### src/rtl/router_pkt_sink.sv
// Downstream sink for one router output port: drains the port FIFO, reassembles
// header/payload/parity, forwards payload bytes and reports per-packet status.
module router_pkt_sink #(
  parameter logic [1:0] PORT_ADDR = 2'b00,
  parameter int         ABORT_CYC = 40
) (
  input  logic        clock,
  input  logic        reset,
  input  logic        vld_out,
  input  logic [7:0]  data_out,
  output logic        read_enb,
  input  logic        sink_ready,
  output logic [7:0]  byte_data,
  output logic        byte_valid,
  output logic        byte_sop,
  output logic        byte_eop,
  output logic        pkt_done,
  output logic        pkt_err,
  output logic [2:0]  err_code,
  output logic [5:0]  pkt_len,
  output logic [15:0] pkt_count,
  output logic [15:0] err_count
);

  localparam int IW = $clog2(ABORT_CYC + 1);

  typedef enum logic [2:0] {IDLE, HDR, PLD, PAR, DONE} state_t;

  state_t        state;
  logic          rd_d1;
  logic [6:0]    remaining;
  logic [5:0]    len;
  logic [5:0]    pld_cnt;
  logic [7:0]    acc;
  logic          addr_err;
  logic [IW-1:0] idle_cnt;
  logic          in_pkt;
  logic          abort_now;

  // remaining counts issued reads (payload + parity), so reads stop exactly
  // at the packet boundary even though captures lag one cycle behind
  assign read_enb = vld_out && sink_ready &&
                    ((state == IDLE) || ((state == PLD) && (remaining != 7'd0)));

  assign in_pkt    = (state == HDR) || (state == PLD) || (state == PAR);
  assign abort_now = in_pkt && !rd_d1 && (idle_cnt == IW'(ABORT_CYC - 1));

  always_ff @(posedge clock or posedge reset) begin
    if (reset) begin
      state      <= IDLE;
      rd_d1      <= 1'b0;
      remaining  <= '0;
      len        <= '0;
      pld_cnt    <= '0;
      acc        <= '0;
      addr_err   <= 1'b0;
      idle_cnt   <= '0;
      byte_data  <= '0;
      byte_valid <= 1'b0;
      byte_sop   <= 1'b0;
      byte_eop   <= 1'b0;
      pkt_done   <= 1'b0;
      pkt_err    <= 1'b0;
      err_code   <= '0;
      pkt_len    <= '0;
      pkt_count  <= '0;
      err_count  <= '0;
    end else begin
      rd_d1      <= read_enb;
      byte_valid <= 1'b0;
      byte_sop   <= 1'b0;
      byte_eop   <= 1'b0;
      pkt_done   <= 1'b0;
      pkt_err    <= 1'b0;
      err_code   <= '0;

      if ((state == PLD) && read_enb)
        remaining <= remaining - 7'd1;

      if (in_pkt)
        idle_cnt <= rd_d1 ? '0 : idle_cnt + IW'(1);
      else
        idle_cnt <= '0;

      // Abort means the router has soft-reset the FIFO; nothing more will come
      if (abort_now) begin
        pkt_done <= 1'b1;
        pkt_err  <= 1'b1;
        err_code <= {1'b1, addr_err, 1'b0};
        if (err_count != 16'hFFFF)
          err_count <= err_count + 16'd1;
        state <= DONE;
      end else begin
        case (state)
          IDLE: begin
            addr_err <= 1'b0;
            if (read_enb)
              state <= HDR;
          end
          HDR: begin
            if (rd_d1) begin
              len       <= data_out[7:2];
              pkt_len   <= data_out[7:2];
              addr_err  <= (data_out[1:0] != PORT_ADDR);
              acc       <= data_out;
              remaining <= {1'b0, data_out[7:2]} + 7'd1;
              pld_cnt   <= '0;
              state     <= PLD;
            end
          end
          PLD: begin
            if (rd_d1) begin
              acc <= acc ^ data_out;
              if (pld_cnt == len) begin
                state <= PAR;
              end else begin
                byte_valid <= 1'b1;
                byte_data  <= data_out;
                byte_sop   <= (pld_cnt == 6'd0);
                byte_eop   <= (pld_cnt == len - 6'd1);
                pld_cnt    <= pld_cnt + 6'd1;
              end
            end
          end
          PAR: begin
            pkt_done <= 1'b1;
            pkt_err  <= addr_err || (acc != 8'd0);
            err_code <= {1'b0, addr_err, (acc != 8'd0)};
            if (addr_err || (acc != 8'd0)) begin
              if (err_count != 16'hFFFF)
                err_count <= err_count + 16'd1;
            end else begin
              if (pkt_count != 16'hFFFF)
                pkt_count <= pkt_count + 16'd1;
            end
            state <= DONE;
          end
          DONE: state <= IDLE;
          default: state <= IDLE;
        endcase
      end
    end
  end

endmodule
### config.mk
export PLATFORM = sky130hd
export DESIGN_NAME = router_pkt_sink
export DESIGN_NICKNAME = d
export VERILOG_FILES = /design/src/rtl/router_pkt_sink.sv
export SDC_FILE = /design/constraint.sdc
export NUM_CORES = 1
export LEC_CHECK = 0
export ABC_AREA = 1
export CAP_MARGIN = 10
export CORE_ASPECT_RATIO = 1.75
export CORE_MARGIN = 5
export CORE_UTILIZATION = 45
export DETAILED_ROUTE_END_ITERATION = 7
export GPL_TIMING_DRIVEN = 1
export PLACE_DENSITY = 0.71
export SKIP_CTS_REPAIR_TIMING = 1
export SLEW_MARGIN = 20
export SYNTH_ARGS = -nofsm -noshare
export SYNTH_HDL_FRONTEND = slang
export SYNTH_SLANG_ARGS = --single-unit
### constraint.sdc
create_clock -name clock -period 2.4 [get_ports clock]
set_clock_uncertainty 0.15 [all_clocks]
set_input_delay 0.24 -clock clock [delete_from_list [all_inputs] [get_ports clock]]
set_output_delay 0.24 -clock clock [all_outputs]
set_load 0.005 [all_outputs]
Word-level counts from Yosys, hierarchy flattened
Index checks and enable logic that the tools add are counted.
{"block": "word_totals", "reg_bits": 86}
{"block": "op_classes", "eq_ne": 15, "n_bitwise": 4, "n_mux": 43, "n_addsub": 7, "reduce_logical": 28}
{"cell": "16-bit 2-to-1 mux", "count": 4}
{"cell": "16-bit by 1-bit adder with 16-bit output, second input constant", "count": 2}
{"cell": "16-bit inequality test, second input constant", "count": 2}
{"cell": "6-bit 2-to-1 mux", "count": 5}
{"cell": "7-bit 2-to-1 mux", "count": 4}
{"cell": "3-bit 2-to-1 mux", "count": 6}
{"cell": "1-bit 2-to-1 mux", "count": 17}
{"cell": "8-bit 2-to-1 mux", "count": 2}
{"cell": "8-bit case mux with 2 select lines", "count": 1}
{"cell": "4-bit AND reduction", "count": 4}
{"cell": "6-bit by 1-bit adder with 6-bit output, second input constant", "count": 2}
{"cell": "6-bit == test", "count": 2}
{"cell": "3-bit case mux with 4 select lines", "count": 1}
{"cell": "6-bit case mux with 2 select lines", "count": 1}
{"cell": "2-bit nonzero test", "count": 5}
{"cell": "3-bit inequality test, second input constant", "count": 3}
{"cell": "8-bit nonzero test", "count": 1}
{"cell": "8-bit bitwise XOR", "count": 1}
{"cell": "6-bit by 1-bit adder with 7-bit output, second input constant", "count": 1}
{"cell": "7-bit nonzero test", "count": 1}
{"cell": "7-bit by 1-bit subtractor with 7-bit output, second input constant", "count": 1}
{"cell": "3-bit by 2-bit == test with 1-bit output, second input constant", "count": 2}
{"cell": "6-bit == test, second input constant", "count": 1}
{"cell": "1-bit logical AND", "count": 6}
{"cell": "other kinds (14)", "count": 22}

Depth between registers and ports, before layout
{"block": "logic_depth", "word_depth": 9, "depth_mapped": 10, "depth_no_buf": 10}

Least setup slack after synthesis
OpenSTA, ideal clock, no wires.
{"block": "synth_timing", "path_type": "reg2reg", "startpoint": "register err_count[0]", "endpoint": "register err_count[10]", "path_stages_with_launch": 9, "n_path_buf": 1, "required_time_ns": 2.133, "synth_period_minus_slack_ns": 1.708, "setup_time_ns": 0.117, "t_arrival_ns": 1.440, "slack_ns": 0.692, "path_cell_list": "dfrtp_1 ha_1 inv_1 nor2_2 nand3_2 nand3b_4 buf_2 nand3_1 nand2_1"}
{"block": "synth_via", "elab_chain_cells": 5, "elab_cells_between_ends": 6, "cone_classes": "add/sub: 1; eq/ne: 1; mux: 4"}
{"element": "from (decl)", "line_no": "22", "rtl": "output logic [15:0] err_count"}
{"element": "from (signal assigned)", "line_no": "91", "rtl": "err_count <= err_count + 16'd1;"}
{"element": "from (signal assigned)", "line_no": "131", "rtl": "err_count <= err_count + 16'd1;"}
{"element": "16-bit by 1-bit adder with 16-bit output or 16-bit inequality test (tied branches)"}
{"element": "16-bit 2-to-1 mux (*)", "line_no": "90, 130"}
{"element": "16-bit 2-to-1 mux", "line_no": "129", "rtl": "if (addr_err || (acc != 8'd0)) begin"}
{"element": "16-bit 2-to-1 mux", "line_no": "94", "rtl": "case (state)"}
{"element": "16-bit 2-to-1 mux (*)", "line_no": "86", "rtl": "if (abort_now) begin"}
Every way passes the cells marked *; elsewhere a longest branch is shown, timed or not. The select of a mux whose other input is x is not followed.
A chain may end at the register's enable or synchronous reset.

Final worst setup path
{"block": "layout_timing", "startpoint": "register remaining[0]", "endpoint": "output port read_enb"}
{"block": "layout_via", "elab_chain_cells": 4}
{"element": "from (decl)", "line_no": "31", "rtl": "logic [6:0] remaining;"}
{"element": "from (signal assigned)", "line_no": "78", "rtl": "remaining <= remaining - 7'd1;"}
{"element": "from (signal assigned)", "line_no": "106", "rtl": "remaining <= {1'b0, data_out[7:2]} + 7'd1;"}
{"element": "7-bit nonzero test", "line_no": "43", "rtl": "((state == IDLE) || ((state == PLD) && (remaining != 7'd0)));"}
{"element": "1-bit logical AND", "line_no": "43"}
{"element": "1-bit logical OR", "line_no": "43"}
{"element": "1-bit logical AND", "line_no": "42", "rtl": "assign read_enb = vld_out && sink_ready &&"}
{"element": "to (decl)", "line_no": "11", "rtl": "output logic read_enb,"}
Every way passes these cells.

==> impl_metrics.py <==
metrics = {
    "die": {
        "die_y_um": 148,
        "die_x_um": 89.1,
        "core_mm2": 0.0107,
        "rows": 50,
        "initial_core_util": 0.461,
        "io_pins": 67,
        "dieArea_mm2": 0.0132,
    },
    "synthesis": {
        "yosys.area_share.xor_xnor": 0.0817,
        "synthTopCellsByArea": "dfrtp_1 44%, nand2_1 17%, nand3_1 5.9%",
        "synth_edf_count": 0,
        "syn_avg_cell_area_um2": 7.74,
        "yosysWarningCount": 0,
        "ys_seq_elements": 86,
        "synthesis.area_mm2": 0.00493,
        "synthCells": 637,
        "synthTopCellsByCount": "225 x nand2_1, 86 x dfrtp_1, 59 x nor2_1",
        "netlist.area_leader.share": 0.437,
        "seq_area_frac_synth": 0.437,
        "synthMostInstantiatedCell": "nand2_1",
        "synthArstFlopShare": 1.00,
        "synthSimpleGateAreaFrac": 0.341,
        "synth_top_family_by_area": "simple AND/OR/NAND/NOR gates",
        "synthMuxAreaShare": 0,
        "yosysTopAreaCell": "dfrtp_1",
        "synth_compound_area_frac": 0.0520,
        "synthesis.nets": 658,
        "ys.flop_type": "dfrtp_1",
        "synth_fa_ha_area_frac": 0.0228,
        "synth_cell_type_count": 34,
    },
    "run_status": {
        "status": "completed",
    },
    "placed_design": {
        "place_hpwl_mm": 8.47,
        "routabilityCongestion": 0.847,
        "port_buffers": 66,
        "dpl_cell_area_mm2": 0.00570,
    },
    "global_routing": {
        "grt-ovfl-total": 0,
        "grt_pass1_wl_mm": 19.4,
        "grt_usage": 0.183,
        "grt_pass1_vias": 4333,
        "grt_max_degree": 48,
        "antenna_found_initial": 0,
    },
    "timing": {
        "relSlewSlack": 0.653,
        "worstMarginPinSlew_ps": 517,
        "fin_crit_sh": 0.954,
        "min_period_ps": 2290,
        "hold_viol_final": 0,
        "rsz0062_at_grt": "false",
        "setup_tns_ps": 0,
        "holdWs_ps": 92.7,
        "fmax_mhz": 437,
        "finalSetupViolCount": 0,
        "drv_slew": 0,
    },
    "worst_setup_path": {
        "worstSetupPathType": "register to output port",
        "crit_path_start_kind": "register",
        "path_max_fanout": 7,
        "cp-end-kind": "output port",
        "rr_worst_depth": 7,
        "cp.required_ps": 2010,
        "worstPathArrival_ps": 1900,
        "r2r_end": "len[0]",
        "timing.rr.start": "state[1]",
        "rrSetupSlack_ps": 360,
    },
    "finish": {
        "insertedDiodeCount": 0,
        "drive_above_1_share": 0.0774,
        "design_area_mm2": 0.00602,
        "post-route-util": 0.563,
        "fillers": 994,
        "area_growth_pct": 22.2,
        "multi_input_area_mm2": 0.00246,
        "nNetsFinal": 727,
        "seqCellArea_mm2": 0.00215,
    },
    "clock_tree": {
        "ctsHtreeMaxLevel": 3,
        "cts_made_buffers": 9,
        "clk_latency_ps": 340,
        "path_clk_slew_ps": 60,
        "cts.sinks": 86,
        "cts_tree": "built",
        "cts_root_buf": "clkbuf_16",
        "clock_path_buffers": 2,
    },
    "pwr": {
        "power.leakage_nw": 2.83,
        "p_per_area_mw_per_mm2": 958,
        "fin_total_pwr_mw": 5.77,
        "vdd_ir_drop_max_mv": 0.592,
    },
    "routing": {
        "drt_iter0_markers": 198,
        "drc": 0,
        "via_per_inst": 5.09,
        "dr.pass1.iters": 4,
        "vias": 4282,
        "wl_mm": 11.3,
        "avgRoutedWirePerCell_um": 13.4,
        "ant_nets": 0,
    },
    "run": {
        "cap_violations": 0,
    },
    "min_path": {
        "hold_class": "input pin to async pin",
    },
}
==> critical path, cell delays in order, from the launching register on <==
cell             delay, ps
dfrtp_1                350
inv_1                  130
ha_1                   250
nand3_1                 80
nor2_1                  60
nor2_1                 170
clkdlybuf4s50_1        540
==> metal layers <==
layer,global-route usage,share of wire,vias to the layer above
met3,0.0388,0.044,20
met4,0.0581,0.018,0
met5,0,0,-
met2,0.337,0.55,88
met1,0.202,0.39,2029
li1,-,-,2145
==> through the flow <==
| stage | setup WS (ps) | std cells |
|---|---|---|
| floorplan | 692 | 637 |
| global placement | 339 | 825 |
| detailed placement | 252 | 825 |
| CTS | 82.5 | 841 |
| global route | 10.2 | 841 |
| finish | 110 | 841 |
==> worst max path at each step <==
stage	startpoint	end	slack [ps]
after floorplan	err_count[0]	err_count[10]	690
after global placement	state[1]	pkt_count[14]	340
after detailed placement	pkt_count[0]	pkt_count[14]	250
after CTS	remaining[0]	read_enb	80
after global routing	remaining[0]	read_enb	10
final	remaining[0]	read_enb	110
==> flip-flops by register name (all words and copies together) (netlist names), 3 cells and up <==
name       count
len            6
acc            8
idle_cnt       6
err_code       3
remaining      7
err_count     16
state          3
pld_cnt        6
pkt_count     16
byte_data      8
==> cells by family (layout without fill, tap and decap cells) <==
kind of cell,Yosys count,after routing
xor+xnor,46,46
flops,86,86
buf+inv,69,143
compound gates,41,41
simple gates,386,386
fa+ha+maj,9,9
==> where the power goes <==
group	internal [mW]	total, mW	switching [mW]	leakage, nW
clock	0.938	1.50	0.558	0.157
combinational	0.913	2.08	1.17	1.55
sequential	1.83	2.20	0.367	1.12
==> cell type report <==
class	instances	area share
multi-input cells	482	0.408
clock inverters	4	0.0116
inverters	57	0.0361
well taps	130	0.0270
clock buffers	12	0.0409
flip-flops and latches	86	0.357
repair buffers	70	0.119
==> cells in the final DEF, fill, tap and decap left out, drive strengths merged <==
| cell | n |
|---|---|
| o21ai | 34 |
| clkinvlp | 1 |
| a21oi | 3 |
| a31oi | 1 |
| o211ai | 1 |
| xor2 | 28 |
| dfrtp | 86 |
| ha | 9 |
| or2 | 3 |
| nor3 | 7 |
| nand3b | 6 |
| nand3 | 60 |
| inv | 56 |
| buf | 4 |
| clkinv | 2 |
| xnor2 | 18 |
| nand2 | 236 |
| nand4 | 9 |
| o21a | 1 |
| o31ai | 1 |
| bufinv | 2 |
| clkdlybuf4s50 | 66 |
| clkbuf | 12 |
| nor2 | 65 |
Power figures use the tool's default switching activity.
